`config.mk`:
```
export PLATFORM = sky130hd
export DESIGN_NAME = radar_pulse_tx_flat
export DESIGN_NICKNAME = d
export VERILOG_FILES = /design/src/rtl/radar_pulse_tx_if.sv /design/src/rtl/radar_pulse_tx.sv /design/src/flat_wrapper.sv
export SDC_FILE = /design/constraint.sdc
export NUM_CORES = 1
export LEC_CHECK = 0
export CORE_MARGIN = 4
export CORE_UTILIZATION = 45
export CTS_BUF_LIST = sky130_fd_sc_hd__clkbuf_4
export DETAILED_ROUTE_END_ITERATION = 16
export MAX_ROUTING_LAYER = met4
export PLACE_DENSITY = 0.7
export SLEW_MARGIN = 5
export SYNTH_ARGS = -nofsm -noshare
export SYNTH_HDL_FRONTEND = slang
export SYNTH_SLANG_ARGS = --single-unit
export TNS_END_PERCENT = 5
```
`constraint.sdc`:
```
create_clock -name clk -period 3.85 [get_ports clk]
set_clock_uncertainty 0.15 [all_clocks]
set_input_delay 0.77 -clock clk [delete_from_list [all_inputs] [get_ports clk]]
set_output_delay 0.77 -clock clk [all_outputs]
set_load 0.1 [all_outputs]
```
`src/rtl/radar_pulse_tx_if.sv`:
```
// Handshake and status bundle between the radar pulse transmitter and its consumer.
// The slave modport is the transmitter side; master is the controller/consumer side.
interface radar_pulse_tx_if;
    logic       start;
    logic       stop;
    logic       ready;
    logic [7:0] sample_out;
    logic       sample_valid;
    logic       tx_active;
    logic [7:0] pulse_cnt;
    logic       burst_done;

    modport slave (
        input  start, stop, ready,
        output sample_out, sample_valid, tx_active, pulse_cnt, burst_done
    );

    modport master (
        output start, stop, ready,
        input  sample_out, sample_valid, tx_active, pulse_cnt, burst_done
    );
endinterface

```
`src/rtl/radar_pulse_tx.sv`:
```
// Pulsed radar transmitter: PULSE_LEN samples of AMP then silence up to PRI, repeated until stopped.
// Optional macro PULSE_TX_TAPER_EN halves the first and last sample of each pulse.
module radar_pulse_tx #(
    parameter int         PULSE_LEN = 8,
    parameter int         PRI       = 32,
    parameter logic [7:0] AMP       = 8'd100
) (
    input logic            clk,
    input logic            rst,
    radar_pulse_tx_if.slave bus
);
    typedef enum logic [1:0] {S_IDLE, S_PULSE, S_LISTEN} state_t;

    localparam logic [7:0] LAST_PULSE = 8'(PULSE_LEN - 1);
    localparam logic [7:0] LAST_PRI   = 8'(PRI - 1);
`ifdef PULSE_TX_TAPER_EN
    localparam logic [7:0] EDGE_AMP = AMP >> 1;
`else
    localparam logic [7:0] EDGE_AMP = AMP;
`endif

    state_t     r_state;
    logic [7:0] r_idx;
    logic       r_stop_latch;
    logic [7:0] r_sample_out;
    logic       r_sample_valid;
    logic       r_tx_active;
    logic [7:0] r_pulse_cnt;
    logic       r_burst_done;

    logic w_accept;
    assign w_accept = r_sample_valid && bus.ready;

    function automatic logic [7:0] amp_at(input logic [7:0] idx);
        return (idx == 8'd0 || idx == LAST_PULSE) ? EDGE_AMP : AMP;
    endfunction

    // Outputs are loaded together with the state they belong to, so every
    // output reflects the sample at the current idx without any decode logic.
    always_ff @(posedge clk or negedge rst) begin
        if (!rst) begin
            r_state        <= S_IDLE;
            r_idx          <= 8'd0;
            r_stop_latch   <= 1'b0;
            r_sample_out   <= 8'd0;
            r_sample_valid <= 1'b0;
            r_tx_active    <= 1'b0;
            r_pulse_cnt    <= 8'd0;
            r_burst_done   <= 1'b0;
        end else begin
            // NOTE: non-blocking assignments everywhere here, so every branch reads the pre-edge values.
            r_burst_done <= 1'b0;
            case (r_state)
                S_IDLE: begin
                    if (bus.start) begin
                        r_state        <= S_PULSE;
                        r_idx          <= 8'd0;
                        r_pulse_cnt    <= 8'd0;
                        r_stop_latch   <= bus.stop;
                        r_sample_out   <= amp_at(8'd0);
                        r_sample_valid <= 1'b1;
                        r_tx_active    <= 1'b1;
                    end
                end
                S_PULSE: begin
                    if (bus.stop) r_stop_latch <= 1'b1;
                    if (w_accept) begin
                        r_idx <= r_idx + 8'd1;
                        if (r_idx == LAST_PULSE) begin
                            r_state      <= S_LISTEN;
                            r_sample_out <= 8'd0;
                            r_tx_active  <= 1'b0;
                        end else begin
                            r_sample_out <= amp_at(r_idx + 8'd1);
                        end
                    end
                end
                S_LISTEN: begin
                    if (bus.stop) r_stop_latch <= 1'b1;
                    if (w_accept) begin
                        if (r_idx == LAST_PRI) begin
                            r_idx       <= 8'd0;
                            r_pulse_cnt <= r_pulse_cnt + 8'd1;
                            // A stop on the very last sample still ends the train here.
                            if (r_stop_latch || bus.stop) begin
                                r_state        <= S_IDLE;
                                r_stop_latch   <= 1'b0;
                                r_sample_valid <= 1'b0;
                                r_burst_done   <= 1'b1;
                            end else begin
                                r_state      <= S_PULSE;
                                r_sample_out <= amp_at(8'd0);
                                r_tx_active  <= 1'b1;
                            end
                        end else begin
                            r_idx <= r_idx + 8'd1;
                        end
                    end
                end
                default: begin
                    r_state        <= S_IDLE;
                    r_idx          <= 8'd0;
                    r_stop_latch   <= 1'b0;
                    r_sample_out   <= 8'd0;
                    r_sample_valid <= 1'b0;
                    r_tx_active    <= 1'b0;
                end
            endcase
        end
    end

    assign bus.sample_out   = r_sample_out;
    assign bus.sample_valid = r_sample_valid;
    assign bus.tx_active    = r_tx_active;
    assign bus.pulse_cnt    = r_pulse_cnt;
    assign bus.burst_done   = r_burst_done;
endmodule

```
`src/flat_wrapper.sv`:
```
// flat-port wrapper written by rule: the top's interface ports become plain ports
module radar_pulse_tx_flat 
#(
    parameter int         PULSE_LEN = 8,
    parameter int         PRI       = 32,
    parameter logic [7:0] AMP       = 8'd100
)
  (clk, rst, bus_start, bus_stop, bus_ready, bus_sample_out, bus_sample_valid, bus_tx_active, bus_pulse_cnt, bus_burst_done);
  radar_pulse_tx_if bus_i ();
  input logic clk;
  input logic rst;
  input wire logic [$bits(bus_i.start)-1:0] bus_start;
  input wire logic [$bits(bus_i.stop)-1:0] bus_stop;
  input wire logic [$bits(bus_i.ready)-1:0] bus_ready;
  output wire logic [$bits(bus_i.sample_out)-1:0] bus_sample_out;
  output wire logic [$bits(bus_i.sample_valid)-1:0] bus_sample_valid;
  output wire logic [$bits(bus_i.tx_active)-1:0] bus_tx_active;
  output wire logic [$bits(bus_i.pulse_cnt)-1:0] bus_pulse_cnt;
  output wire logic [$bits(bus_i.burst_done)-1:0] bus_burst_done;
  assign bus_i.start = bus_start;
  assign bus_i.stop = bus_stop;
  assign bus_i.ready = bus_ready;
  assign bus_sample_out = bus_i.sample_out;
  assign bus_sample_valid = bus_i.sample_valid;
  assign bus_tx_active = bus_i.tx_active;
  assign bus_pulse_cnt = bus_i.pulse_cnt;
  assign bus_burst_done = bus_i.burst_done;
  radar_pulse_tx #(.PULSE_LEN(PULSE_LEN), .PRI(PRI), .AMP(AMP)) u_core (.clk(clk), .rst(rst), .bus(bus_i));
endmodule
```
; After elaboration in Yosys (flattened, before gate mapping)
; Index checks and enable logic that the tools add are counted.
; W data, S select, Z words.
[word_totals]
ff_bits = 30
latchBits = 0
ramBits = 0
romBits = 0
input_bits = 5
output_inout_bits = 19
word_cells = 75
mem_count = 0
[classes]
add_sub_neg = 2
n_mul = 0
div_mod_pow = 0
order_cmp = 0
n_eq_ne = 11
shift = 0
muxes = 43
n_bitwise = 1
reduce_logical = 10
[ops]
columns = cell, n
row1 = $mux W8, 11
row2 = $pmux W8 S3, 2
row3 = $mux W1, 19
row4 = $add A8 B1 Y8 const B, 2
row5 = $pmux W8 S2, 1
row6 = $reduce_and A5 Y1, 3
row7 = $mux W2, 5
row8 = $ne A2 B1 Y1 const B, 5
row9 = $pmux W1 S3, 3
row10 = $eq A8 B3 Y1 const B, 1
row11 = $eq A8 B5 Y1 const B, 1
row12 = $mux W7, 1
row13 = $pmux W2 S3, 1
row14 = $reduce_and A6 Y1, 1
row15 = $ne A2 B2 Y1 const B, 2
row16 = $reduce_and A4 Y1, 1
row17 = $reduce_and A3 Y1, 1
row18 = $eq A2 B1 Y1 const B, 1
row19 = $eq A2 B2 Y1 const B, 1
row20 = $logic_not A2 Y1, 1
row21 = $reduce_bool A2 Y1, 1
row22 = $logic_and A1 B1 Y1, 1
row23 = $logic_or A1 B1 Y1, 1
row24 = $not A1 Y1, 1

; Depth between registers and ports, before layout
[logic_depth]
word_depth = 5
depth_mapped = 8
mapped_depth_nobuf = 7

; Worst setup path after synthesis
; No wires, ideal clock.
[synth_path]
path_kind = register -> register
from = register u_core.r_sample_valid, in the netlist u_core.bus.sample_valid
to = register u_core.r_idx[4]
setup_time_ps = 87
arrival_ps = 2062
required_ps = 3613
slack_ps = 1551
stages_incl_launch_ff = 5
path_buffers = 0
period_less_slack_ps = 2299
path_cell_list = dfrtp_1 nand2_1 a21o_1 or4_1 o211ai_1
[synth_between]
elab_chain_cells = 3
word_cells_on_any_way = 4
classes_between = 2 x eq/ne / 2 x reduce/logical
[synth_lines]
columns = element, line_no
row1 = "start, declared", radar_pulse_tx.sv:26  ; logic r_sample_valid;
row2 = "start signal, assigned", radar_pulse_tx.sv:46  ; r_sample_valid <= 1'b0;
row3 = "start signal, assigned", radar_pulse_tx.sv:61  ; r_sample_valid <= 1'b1;
row4 = "start signal, assigned", radar_pulse_tx.sv:88  ; r_sample_valid <= 1'b0;
row5 = $logic_and A1 B1 Y1 *, radar_pulse_tx.sv:32  ; assign w_accept = r_sample_valid && bus.ready;
row6 = $ne A2 B1 Y1 (no source line), n/a
row7 = $reduce_and A3 Y1 (no source line) *, n/a
row8 = "end signal, assigned", radar_pulse_tx.sv:68  ; r_idx <= r_idx + 8'd1;
row9 = "end signal, assigned", radar_pulse_tx.sv:96  ; r_idx <= r_idx + 8'd1;
row10 = "end, declared", radar_pulse_tx.sv:23  ; logic [7:0] r_idx;
; Mark *: on every way between the ends. The rest lies on a longest branch, timed or not.
; A chain may end at the register's enable or synchronous reset.

; Final worst setup path
[layout_path]
from = register u_core.r_pulse_cnt[3], in the netlist u_core.bus.pulse_cnt[3]
to = output bus_pulse_cnt[3]
[layout_lines]
columns = element, line_no
row1 = "start, declared", radar_pulse_tx.sv:28  ; logic [7:0] r_pulse_cnt;
row2 = "start signal, assigned", radar_pulse_tx.sv:83  ; r_pulse_cnt <= r_pulse_cnt + 8'd1;
row3 = "end, declared", flat_wrapper.sv:18  ; output wire logic [$bits(bus_i.pulse_cnt)-1:0] bus_pulse_cnt;
; No word-level cell between the ends.

==> impl_metrics.json <==
{
  "status": "completed",
  "ctsResizeCount": 0,
  "via_count": 1143,
  "yosys-top-cells-area": "dfrtp_1, ha_1, nand2_1, buf_4, xor2_1",
  "r2r-end": "u_core.r_idx[2]",
  "cts_max_path_buffers": 2,
  "ir_drop_uv": 551,
  "r2r_cells": 7,
  "syn_area_um2": 1400,
  "synthArstFlopShare": 1.00,
  "drtAntennaViolNets": 0,
  "drtIter0Drc": 124,
  "grt_max_degree": 24,
  "diodes": 0,
  "p_leak_nw": 0.711,
  "wl_per_cell_um": 13.9,
  "track_usage": 0.164,
  "fill_cells": 278,
  "synthFlopType": "dfrtp_1",
  "vias_per_cell": 5.47,
  "synth-seq-cells": 23,
  "path_class": "reg -> out",
  "cp-start-kind": "flip-flop",
  "min_period_ns": 2.84,
  "ys_types": 44,
  "yosysTopAreaCell": "dfrtp_1",
  "die_w_um": 63.8,
  "power_density_nw_per_um2": 790,
  "drc_errors": 0,
  "drt_wl_total_um": 2910,
  "dieArea_um2": 4070,
  "cpPeakStageDelay_ns": 1.16,
  "crit_path_end_kind": "output port",
  "antenna_found_initial": 0,
  "worstReg2RegStart": "u_core.r_state[0]",
  "yosysMostFrequentCell": "dfrtp_1",
  "slowest_stage": "clkdlybuf4s50_1",
  "max-slew-margin-rel": 0.319,
  "avgSynthCellArea_um2": 9.34,
  "drive_above_1_share": 0.0838,
  "hold_class": "reg -> reg",
  "maxCapViolations": 0,
  "grt_remaining_overflow": 0,
  "fmax_mhz": 353,
  "yosys_warnings": 0,
  "r2r_slack_ns": 1.29,
  "grt_pass1_wl_um": 5310,
  "path_clk_slew_ns": 0.13,
  "path_depth": 1,
  "core-area_um2": 2880,
  "cts.sinks": 23,
  "cts_tree": "done",
  "firstDrtPassIters": 4,
  "min_to": "u_core.r_idx[7]",
  "total_power_mw": 1.28,
  "syn_inst": 150,
  "min_from": "u_core.r_idx[7]",
  "rows": 19,
  "whs_ns": 0.401,
  "yosysSeqAreaShare": 0.411,
  "cp_num_buf_inv": 1,
  "h-tree-depth": 1,
  "clock_latency_ns": 0.30,
  "place_ws_ns": 1.06,
  "finalSetupTns_ns": 0,
  "dpl.hpwl_um": 2210,
  "crit_arrival_ns": 1.92,
  "regArea_um2": 576,
  "worstMarginPinSlew_ns": 1.02,
  "portBuffers": 18,
  "multi_input_area_um2": 763,
  "required_ns": 2.93,
  "fin_ws_ns": 1.01,
  "root_buffer": "clkbuf_4",
  "die_y_um": 63.8,
  "pin_count": 24,
  "post_cts_buffers": 0,
  "crit_path_cell_trace": "clkdlybuf4s50_1",
  "final_util": 0.562,
  "synth_edf_count": 0,
  "setup_viol": 0,
  "synthTopCellsByCount": "dfrtp_1, nand2_1, nor2_1",
  "syn_to_final_growth_pct": 15.4,
  "place_congestion": 0.807,
  "rsz0062_at_grt": "no",
  "hold_viol": 0,
  "netlist.area_leader.share": 0.411,
  "hold_buffers": 0,
  "grt_pass1_vias": 1140,
  "cts_buffers": 3,
  "fin_crit_sh": 0.737,
  "finalMaxSlewViolations": 0,
  "start_util": 0.487,
  "fin_nets": 179,
  "cp_top_family": "buffers and inverters",
  "crit_fanout": 5,
  "whs_path_depth": 2
}
power by group:
group	total (mW)	switching (mW)	leakage (nW)	internal (mW)
Clock	0.119	0.0715	0.0184	0.0474
Sequential	0.330	0.0406	0.308	0.289
Combinational	0.828	0.600	0.385	0.227
Total	1.28	0.712	0.711	0.564
cell families after synthesis:
kind of cell | Yosys count | synth area share
and+or+nand+nor | 65 | 0.232
AOI/OAI and AO/OA | 33 | 0.185
DFF | 23 | 0.411
buffers and inverters | 13 | 0.0554
adders and majority gates | 6 | 0.0536
xor gates and xnor gates | 6 | 0.0375
muxes | 3 | 0.0232
other | 1 | 0.00268
tightest hold or removal path, stage by stage, from the launching register on:
cell and delay [ns]:
dfrtp_1 0.40, nand2_1 0.06, o21ai_0 0.06
routing by layer:
layer,vias up,share of wire,global-route usage
li1,549,-,-
met1,556,0.46,0.217
met2,32,0.49,0.259
met3,6,0.044,0.0315
met4,0,0.010,0.0404
met5,-,0,-
sequential cells by signal, summed over array words and instances (netlist names):
register                 flops
u_core.bus.pulse_cnt         8
u_core.bus.tx_active         1
u_core.bus.burst_done        1
u_core.r_stop_latch          1
u_core.r_state               2
u_core.r_idx                 8
u_core.bus.sample_out        1
u_core.bus.sample_valid      1
cells in the final DEF (no fill, tap or decap), drive strengths merged, types with 3 or more instances in the layout:
cell type       n
nand3           9
nand2          19
or2             4
or3             3
nor2           14
a21oi           8
clkdlybuf4s50  18
xor2            6
ha              6
clkbuf          4
dfrtp          23
o21ai          10
nand2b          4
conb            5
inv             4
nor3            3
and3            6
through the flow:
| stage | instances | area [µm²] |
|---|---|---|
| 2_1_floorplan | 154 | 1420 |
| 6_report | 209 | 1620 |
| 5_1_grt | 209 | 1620 |
| 3_5_place_dp | 205 | 1590 |
| 3_3_place_gp | 205 | 1590 |
| 4_1_cts | 209 | 1620 |
layout make-up:
class                           count  area share
Multi-Input combinational cell    118       0.472
Sequential cell                    23       0.356
Timing Repair Buffer               18       0.111
Tap cell                           42      0.0325
Clock buffer                        4      0.0186
Inverter                            4     0.00929
how the worst max path moves through the flow:
stage                                        from                to  slack (ns)
final                     u_core.bus.pulse_cnt[3]  bus_pulse_cnt[3]        1.01
after global routing      u_core.bus.pulse_cnt[3]  bus_pulse_cnt[3]        0.96
after CTS                 u_core.bus.pulse_cnt[3]  bus_pulse_cnt[3]        1.01
after detailed placement                bus_start   u_core.r_idx[2]        1.06
after global placement                  bus_start   u_core.r_idx[2]        1.12
after floorplan           u_core.bus.sample_valid   u_core.r_idx[4]        1.55
(Power assumes the default switching activity.)
